## src/rtl/sfifo_param.sv

```systemverilog
// rtl/sfifo_param.sv - single-clock parametrised FIFO with std/fwft read modes
// SFIFO_ERR_FLAGS_EN compiles in the overflow/underflow pulse logic.
module sfifo_param #(
  parameter int    DATA_WIDTH        = 16,
  parameter int    DEPTH             = 32,
  parameter string READ_MODE         = "std",
  parameter int    PROG_FULL_THRESH  = DEPTH - 2,
  parameter int    PROG_EMPTY_THRESH = 2
) (
  input  logic                     clk,
  input  logic                     rst_n,
  input  logic [DATA_WIDTH-1:0]    din,
  input  logic                     wr_en,
  input  logic                     rd_en,
  output logic [DATA_WIDTH-1:0]    dout,
  output logic                     valid,
  output logic                     full,
  output logic                     empty,
  output logic                     prog_full,
  output logic                     prog_empty,
  output logic [$clog2(DEPTH):0]   data_count,
  output logic                     overflow,
  output logic                     underflow
);

  localparam int           AW        = $clog2(DEPTH);
  localparam bit           FWFT      = (READ_MODE == "fwft");
  localparam logic [AW:0]  CNT_ONE   = (AW + 1)'(1);
  localparam logic [AW:0]  CNT_FULL  = (AW + 1)'(DEPTH);
  localparam logic [AW:0]  CNT_PF    = (AW + 1)'(PROG_FULL_THRESH);
  localparam logic [AW:0]  CNT_PE    = (AW + 1)'(PROG_EMPTY_THRESH);

  logic [DATA_WIDTH-1:0] mem [DEPTH];
  logic [AW:0]           wr_ptr;
  logic [AW:0]           rd_ptr;
  logic [AW:0]           count_next;
  logic                  wr_acc;
  logic                  rd_acc;
  logic                  load;
  logic                  valid_next;

  // In fwft mode the dout register is a prefetch stage fed from memory;
  // in std mode it is loaded only by an accepted read.
  always_comb begin
    wr_acc     = wr_en && !full;
    rd_acc     = FWFT ? (rd_en && valid) : (rd_en && !empty);
    load       = FWFT ? ((!valid || rd_acc) && (wr_ptr != rd_ptr)) : rd_acc;
    valid_next = FWFT ? (load || (valid && !rd_acc)) : rd_acc;
    count_next = data_count;
    case ({wr_acc, rd_acc})
      2'b10:   count_next = data_count + CNT_ONE;
      2'b01:   count_next = data_count - CNT_ONE;
      default: count_next = data_count;
    endcase
  end

  always_ff @(posedge clk) begin
    if (wr_acc) begin
      mem[wr_ptr[AW-1:0]] <= din;
    end
  end

  always_ff @(posedge clk or negedge rst_n) begin
    if (!rst_n) begin
      wr_ptr     <= '0;
      rd_ptr     <= '0;
      data_count <= '0;
      dout       <= '0;
      valid      <= 1'b0;
      full       <= 1'b0;
      empty      <= 1'b1;
      prog_full  <= 1'b0;
      prog_empty <= 1'b1;
    end else begin
      if (wr_acc) begin
        wr_ptr <= wr_ptr + CNT_ONE;
      end
      if (load) begin
        rd_ptr <= rd_ptr + CNT_ONE;
        dout   <= mem[rd_ptr[AW-1:0]];
      end
      data_count <= count_next;
      valid      <= valid_next;
      full       <= (count_next == CNT_FULL);
      prog_full  <= (count_next >= CNT_PF);
      prog_empty <= (count_next <= CNT_PE);
      empty      <= FWFT ? !valid_next : (count_next == '0);
    end
  end

`ifdef SFIFO_ERR_FLAGS_EN
  always_ff @(posedge clk or negedge rst_n) begin
    if (!rst_n) begin
      overflow  <= 1'b0;
      underflow <= 1'b0;
    end else begin
      overflow  <= wr_en && !wr_acc;
      underflow <= rd_en && !rd_acc;
    end
  end
`else
  assign overflow  = 1'b0;
  assign underflow = 1'b0;
`endif

endmodule

```

## config.mk

```make
export PLATFORM = sky130hd
export DESIGN_NAME = sfifo_param
export DESIGN_NICKNAME = d
export VERILOG_FILES = /design/src/rtl/sfifo_param.sv
export SDC_FILE = /design/constraint.sdc
export NUM_CORES = 1
export LEC_CHECK = 0
export ABC_CLOCK_PERIOD_IN_PS = 3800
export CAP_MARGIN = 20
export CELL_PAD_IN_SITES_DETAIL_PLACEMENT = 0
export CELL_PAD_IN_SITES_GLOBAL_PLACEMENT = 1
export CORE_ASPECT_RATIO = 0.5
export CORE_UTILIZATION = 45
export DETAILED_ROUTE_END_ITERATION = 8
export PLACE_DENSITY = 0.67
export SLEW_MARGIN = 20
export SYNTH_ARGS = -nofsm -noshare
export SYNTH_HDL_FRONTEND = slang
export SYNTH_SLANG_ARGS = --single-unit
```

## constraint.sdc

```tcl
create_clock -name clk -period 3.8 [get_ports clk]
set_input_delay 0.57 -clock clk [delete_from_list [all_inputs] [get_ports clk]]
set_output_delay 0.57 -clock clk [all_outputs]
set_load 0.005 [all_outputs]
```

Word-level counts from Yosys, hierarchy flattened
Memory sizes are Yosys's and may differ from the RTL's. A register that Yosys moved wholly into a read port is not among the register bits.
Cells that the tools add are included.
{"block": "totals", "ff_bits": 23, "ram_bits": 512, "out_inout_bits": 29, "word_cells": 27, "memories": 1}
{"block": "classes", "add_sub_neg": 4, "order_cmp": 2, "eq_ne": 3, "muxes": 3, "n_reduce_logical": 6}
{"memory": "mem", "words": 32, "width": 16, "read_ports": 1, "rd_ports_with_merged_regs": 1, "write_ports": 1, "line": "33", "source": "logic [DATA_WIDTH-1:0] mem [DEPTH];"}
{"op": "6-bit by 1-bit adder with 6-bit output (second input constant)", "n": 3}
{"op": "6-bit case mux with 2 select lines", "n": 1}
{"op": "6-bit == test (second input constant)", "n": 1}
{"op": "6-bit by 5-bit greater-or-equal comparator with 1-bit output (second input constant)", "n": 1}
{"op": "6-bit by 2-bit <= comparator with 1-bit output (second input constant)", "n": 1}
{"op": "6-bit logical NOT", "n": 1}
{"op": "6-bit by 1-bit subtractor with 6-bit output (second input constant)", "n": 1}
{"op": "1-bit logical NOT", "n": 3}
{"op": "2-bit by 1-bit == test with 1-bit output (second input constant)", "n": 1}
{"op": "2-bit == test (second input constant)", "n": 1}
{"op": "1-bit logical AND", "n": 2}
{"op": "1-bit two-way mux", "n": 2}

Depth between registers and ports, before layout
{"block": "depth", "word_depth": 5, "ltp_mapped": 13}

Worst setup path after synthesis
No wires, ideal clock.
{"block": "synth_path", "path_type": "input-to-reg", "startpoint": "input port rd_en", "endpoint": "register empty", "t_arrival_ps": 2586, "required_ps": 3704, "slack_ps": 1117, "stages": 13, "n_path_buf": 3, "path_cell_list": "nand2b_4 buf_6 clkbuf_1 inv_1 ha_1 buf_2 a21oi_1 nand2b_1 o32ai_1 mux2i_1 xor2_1 inv_2 nor4_1"}
{"block": "synth_between", "elab_chain_len": 4, "word_cells_on_any_way": 5, "cone_classes": "eq/ne: 2; mux: 1; reduce/logical: 2"}
{"element": "start: declaration", "line": "14", "source": "input logic rd_en,"}
{"element": "1-bit logical AND (*)", "line": "46", "source": "rd_acc = FWFT ? (rd_en && valid) : (rd_en && !empty);"}
{"element": "2-bit by 1-bit == test with 1-bit output / 2-bit == test (equally long branches)", "line": "50", "source": "case ({wr_acc, rd_acc})"}
{"element": "6-bit case mux with 2 select lines (*)", "line": "50"}
{"element": "via count_next[5]", "line": "36", "source": "logic [AW:0] count_next;"}
{"element": "6-bit logical NOT (*)", "line": "87", "source": "empty <= FWFT ? !valid_next : (count_next == '0);"}
{"element": "end signal: assignment", "line": "87"}
{"element": "end: declaration", "line": "18", "source": "output logic empty,"}
The timed path passes the listed nets; every way through them passes the cells marked *.
A chain may end at the register's enable or synchronous reset.

Worst setup path in the final report
{"block": "layout_path", "startpoint": "input port wr_en", "endpoint": "register prog_full"}
{"block": "layout_between", "elab_chain_len": 4, "word_cells_on_any_way": 5, "cone_classes": "order compare: 1; eq/ne: 2; mux: 1; reduce/logical: 1"}
{"element": "start: declaration", "line": "13", "source": "input logic wr_en,"}
{"element": "1-bit logical AND (*)", "line": "45", "source": "wr_acc = wr_en && !full;"}
{"element": "2-bit by 1-bit == test with 1-bit output / 2-bit == test (equally long branches)", "line": "50"}
{"element": "6-bit case mux with 2 select lines (*)", "line": "50"}
{"element": "via count_next[4]", "line": "36"}
{"element": "6-bit by 5-bit greater-or-equal comparator with 1-bit output (*)", "line": "85", "source": "prog_full <= (count_next >= CNT_PF);"}
{"element": "end signal: assignment", "line": "85"}
{"element": "end: declaration", "line": "19", "source": "output logic prog_full,"}
Marked as above.

==> key figures <==
Placement
  • DP Wirelength: roughly 29000 um
  • DP Area: between 20000 and 25000 sq um
  • Routability cong.: 0.812
  • Port Buf Inserts: 46

STA
  • FMAX: 0.323 GHz
  • Endpoints failing hold: 0
  • Fin crit period: about 3100 ps
  • Worst hold slack: 120 ps
  • Slew Viols, Final: 0
  • Worst-Margin Slew: 936 ps
  • Total Neg Setup Slack: 0 ps
  • RSZ-0062 raised after global routing: false
  • Max_slew headroom: a little under two fifths
  • Final setup fails: 0
  • Clk_skew: between 10 and 15 ps
  • Final period util: 81.5%

Worst setup path
  • Crit path max-delay family: simple AND/OR/NAND/NOR gates
  • CP required: about 4300 ps
  • CP Max Fanout: 11
  • Crit end category: flop
  • Crit path DAT: around 3600 ps
  • Slowest CP cell: clkdlybuf4s50_1
  • Most used cell, CP: xnor2_1
  • CP bufs+invs: 2
  • Worst path max stage delay: approximately 450 ps
  • Critical path launch point type: primary input
  • Worst Setup Path Type: primary input to flop
  • CP Cell Sequence: clkdlybuf4s50_1 > nor2b_2 > inv_1 > nand2_1 > xnor2_1 > ha_1 > a21oi_1 > nor3_1 > nor2_1 > nand3_1 > xnor2_1 > a41o_2

Detailed routing
  • Drt first pass iters: 5
  • Drt total wl: 47800 um
  • Total vias in the final route: around 10k
  • Average wire per standard cell: between 20 and 30 um
  • DR vias/cell: 5.77
  • DR iter-0 viols: approximately 1k
  • DRT antenna net count: 0
  • Drt drc: 0

Clock tree
  • Clk root buf: clkbuf_16
  • Clk_lat worst skew: ~570 ps
  • Hold Buf Count CTS: 0
  • Cts bufs inserted: 49
  • Clk sink count: between 500 and 600
  • Setup Buffers After CTS: 0
  • CTS Buffer Depth: 3
  • CTS resizes: 0
  • CTS clk-pin slew, worst paths: about 70 ps
  • H-tree depth: 2
  • CTS tree: yes

Power
  • Worst ir drop on vdd: 0.000422 V
  • Sequential share of power: between 40 and 50%
  • Internal power: 12.1 mW
  • Psw: approximately 5 mW
  • Clock power share: 28.8%
  • Cell area power density: a little over 700 nW/um^2
  • Net switching fraction of the power: 29.3%
  • P_leak: 7.62 nW
  • Comb power frac: between 20% and 30%

Global route
  • Antenna violations before repair: 5
  • Largest net degree at the start of global routing: just under 70
  • Vias in the first global route: approximately 10k
  • Total track usage: between 20% and 30%
  • Total gr overflow: 0
  • First-pass GRT wire length: between 60000 and 70000 um

Synthesis
  • Post-synthesis sequential area ratio: around 77%
  • #FFs+latches synth: roughly 550
  • Ys Warns: 0
  • Synth cell types: between 40 and 50
  • Async S/R FF share, synth: about 6.7%
  • Post-synth EDFFs: between 500 and 600
  • Area of the mapped netlist: around 21000 sq um
  • Share of the synthesized area in the top cell type: between 70% and 80%
  • Cell accounting for the most synthesized area: edfxtp_1
  • Most frequent cell after synthesis: edfxtp_1
  • Syn Area/Cell: between 20 and 25 sq um
  • Top post-synthesis cells by count: 512 x edfxtp_1, 128 x mux4_2, 64 x o22ai_1
  • Top cells by area, synth: edfxtp_1 73%, mux4_2 14%, dfrtp_1 4.1%, o22ai_1 1.9%, nor2_1 0.71%
  • Top_reg_cell synth: edfxtp_1
  • Gate Count Post-Synth: ~990

Floorplanning
  • Die height: 155 um
  • Starting Density: a little under half
  • IO Count: 49
  • Die Wd: roughly 300 um
  • Die footprint: between 40000 and 50000 sq um
  • Core ar.: approximately 46000 sq um
  • Site Rows: 55

Flow run
  • Maxcap violations: 0

Layout
  • Synth-to-layout area growth: 13.6%
  • Share of layout cells above drive strength 1: 25.0%
  • Nets: approximately 1.1k
  • Fin area: about 24000 sq um
  • FILL cells: between 3k and 4k
  • Post-layout util: between 50% and 60%

Hold path
  • Hold Path Class: primary input to asynchronous set/reset pin

Run status
  • Outcome: finished, final reports clean
[power by group through the flow]
stage	clock, mW	sequential (mW)	combinational (mW)
detailed placement	0	7.67	4.72
global route	5.24	7.60	5.01
global placement	0	7.64	4.69
finish	4.95	7.54	4.67
floorplan	0	7.43	3.34
CTS	5.03	7.54	4.74
[per-layer routing]
| metal | global-route usage [%] | share of wire [%] | vias to the layer above |
|---|---|---|---|
| met3 | 6.17 | 9.6 | 72 |
| met1 | 28.9 | 42 | 5352 |
| met4 | 4.79 | 2.0 | 2 |
| met2 | 31.5 | 46 | 353 |
| met5 | 0 | 0.13 | - |
| li1 | - | - | 4297 |
[layout make-up]
cell class	count	area [sq um]	share of cell area [%]
Antenna cell	3	7.51	0.0313
Multi-Input combinational cell	375	4400	18.4
Inverter	7	26.3	0.110
Clock buffer	62	1320	5.48
Sequential cell	549	16300	68.0
Timing Repair Buffer	99	873	3.64
Clock inverter	25	268	1.12
Tap cell	627	785	3.27
[cell usage in the layout (no fill, tap or decap), types with 2 or more instances in the layout]
| cell | n |
|---|---|
| a21oi_1 | 6 |
| buf_12 | 4 |
| buf_2 | 7 |
| buf_4 | 49 |
| bufinv_16 | 6 |
| clkbuf_1 | 9 |
| clkbuf_16 | 49 |
| clkbuf_8 | 4 |
| clkdlybuf4s50_1 | 39 |
| clkinv_1 | 8 |
| clkinv_2 | 10 |
| conb_1 | 2 |
| dfrtp_1 | 33 |
| dfrtp_4 | 2 |
| dfstp_2 | 2 |
| diode_2 | 3 |
| edfxtp_1 | 512 |
| ha_1 | 7 |
| inv_1 | 6 |
| mux2i_1 | 2 |
| mux4_2 | 128 |
| nand2_1 | 33 |
| nand2b_1 | 2 |
| nand3_1 | 3 |
| nand3b_1 | 6 |
| nand4_1 | 3 |
| nor2_1 | 40 |
| nor2_2 | 2 |
| nor4_1 | 2 |
| o21ai_0 | 4 |
| o21ai_1 | 16 |
| o22ai_1 | 64 |
| or2_2 | 2 |
| or3_1 | 2 |
| or3b_2 | 4 |
| or4_1 | 17 |
| xnor2_1 | 12 |
| xor2_1 | 2 |
[flip-flops by register name, indices dropped and copies added (netlist names)]
name / cells
empty: 1
prog_full: 1
full: 1
valid: 1
prog_empty: 1
rd_ptr: 5
data_count: 6
dout: 16
mem: 512
wr_ptr: 5
[per-stage QoR]
step	setup slack [ps]	power [mW]	cells
finish	704	17.2	1747
global route	437	17.8	1744
CTS	758	17.3	1744
detailed placement	190	12.4	1657
global placement	375	12.3	1657
floorplan	1120	10.8	989
[final timing paths]
path / cells after the start / start / end / slack (ps)
setup / recovery: 12 / wr_en / prog_full / 700
hold / removal: 1 / rst_n / dout[12] / 120
setup reg to reg: 11 / full / prog_full / 790
hold reg to reg: 2 / dout[7] / dout[7] / 490
max in group asynchronous: 1 / rst_n / rd_ptr[2] / 3040
min in group clk: 2 / dout[7] / dout[7] / 490
[kinds of logic after synthesis]
kind of cell               Yosys count  share of synthesized area, %
adders and majority gates            7                         0.415
xor gates and xnor gates            14                         0.580
AOI/OAI and AO/OA                   99                          3.00
and+or+nand+nor                    121                          2.96
buffers and inverters               65                          1.99
DFF                                549                          77.2
muxes                              132                          13.9
other                                1                        0.0178
(Power assumes the default switching activity.)
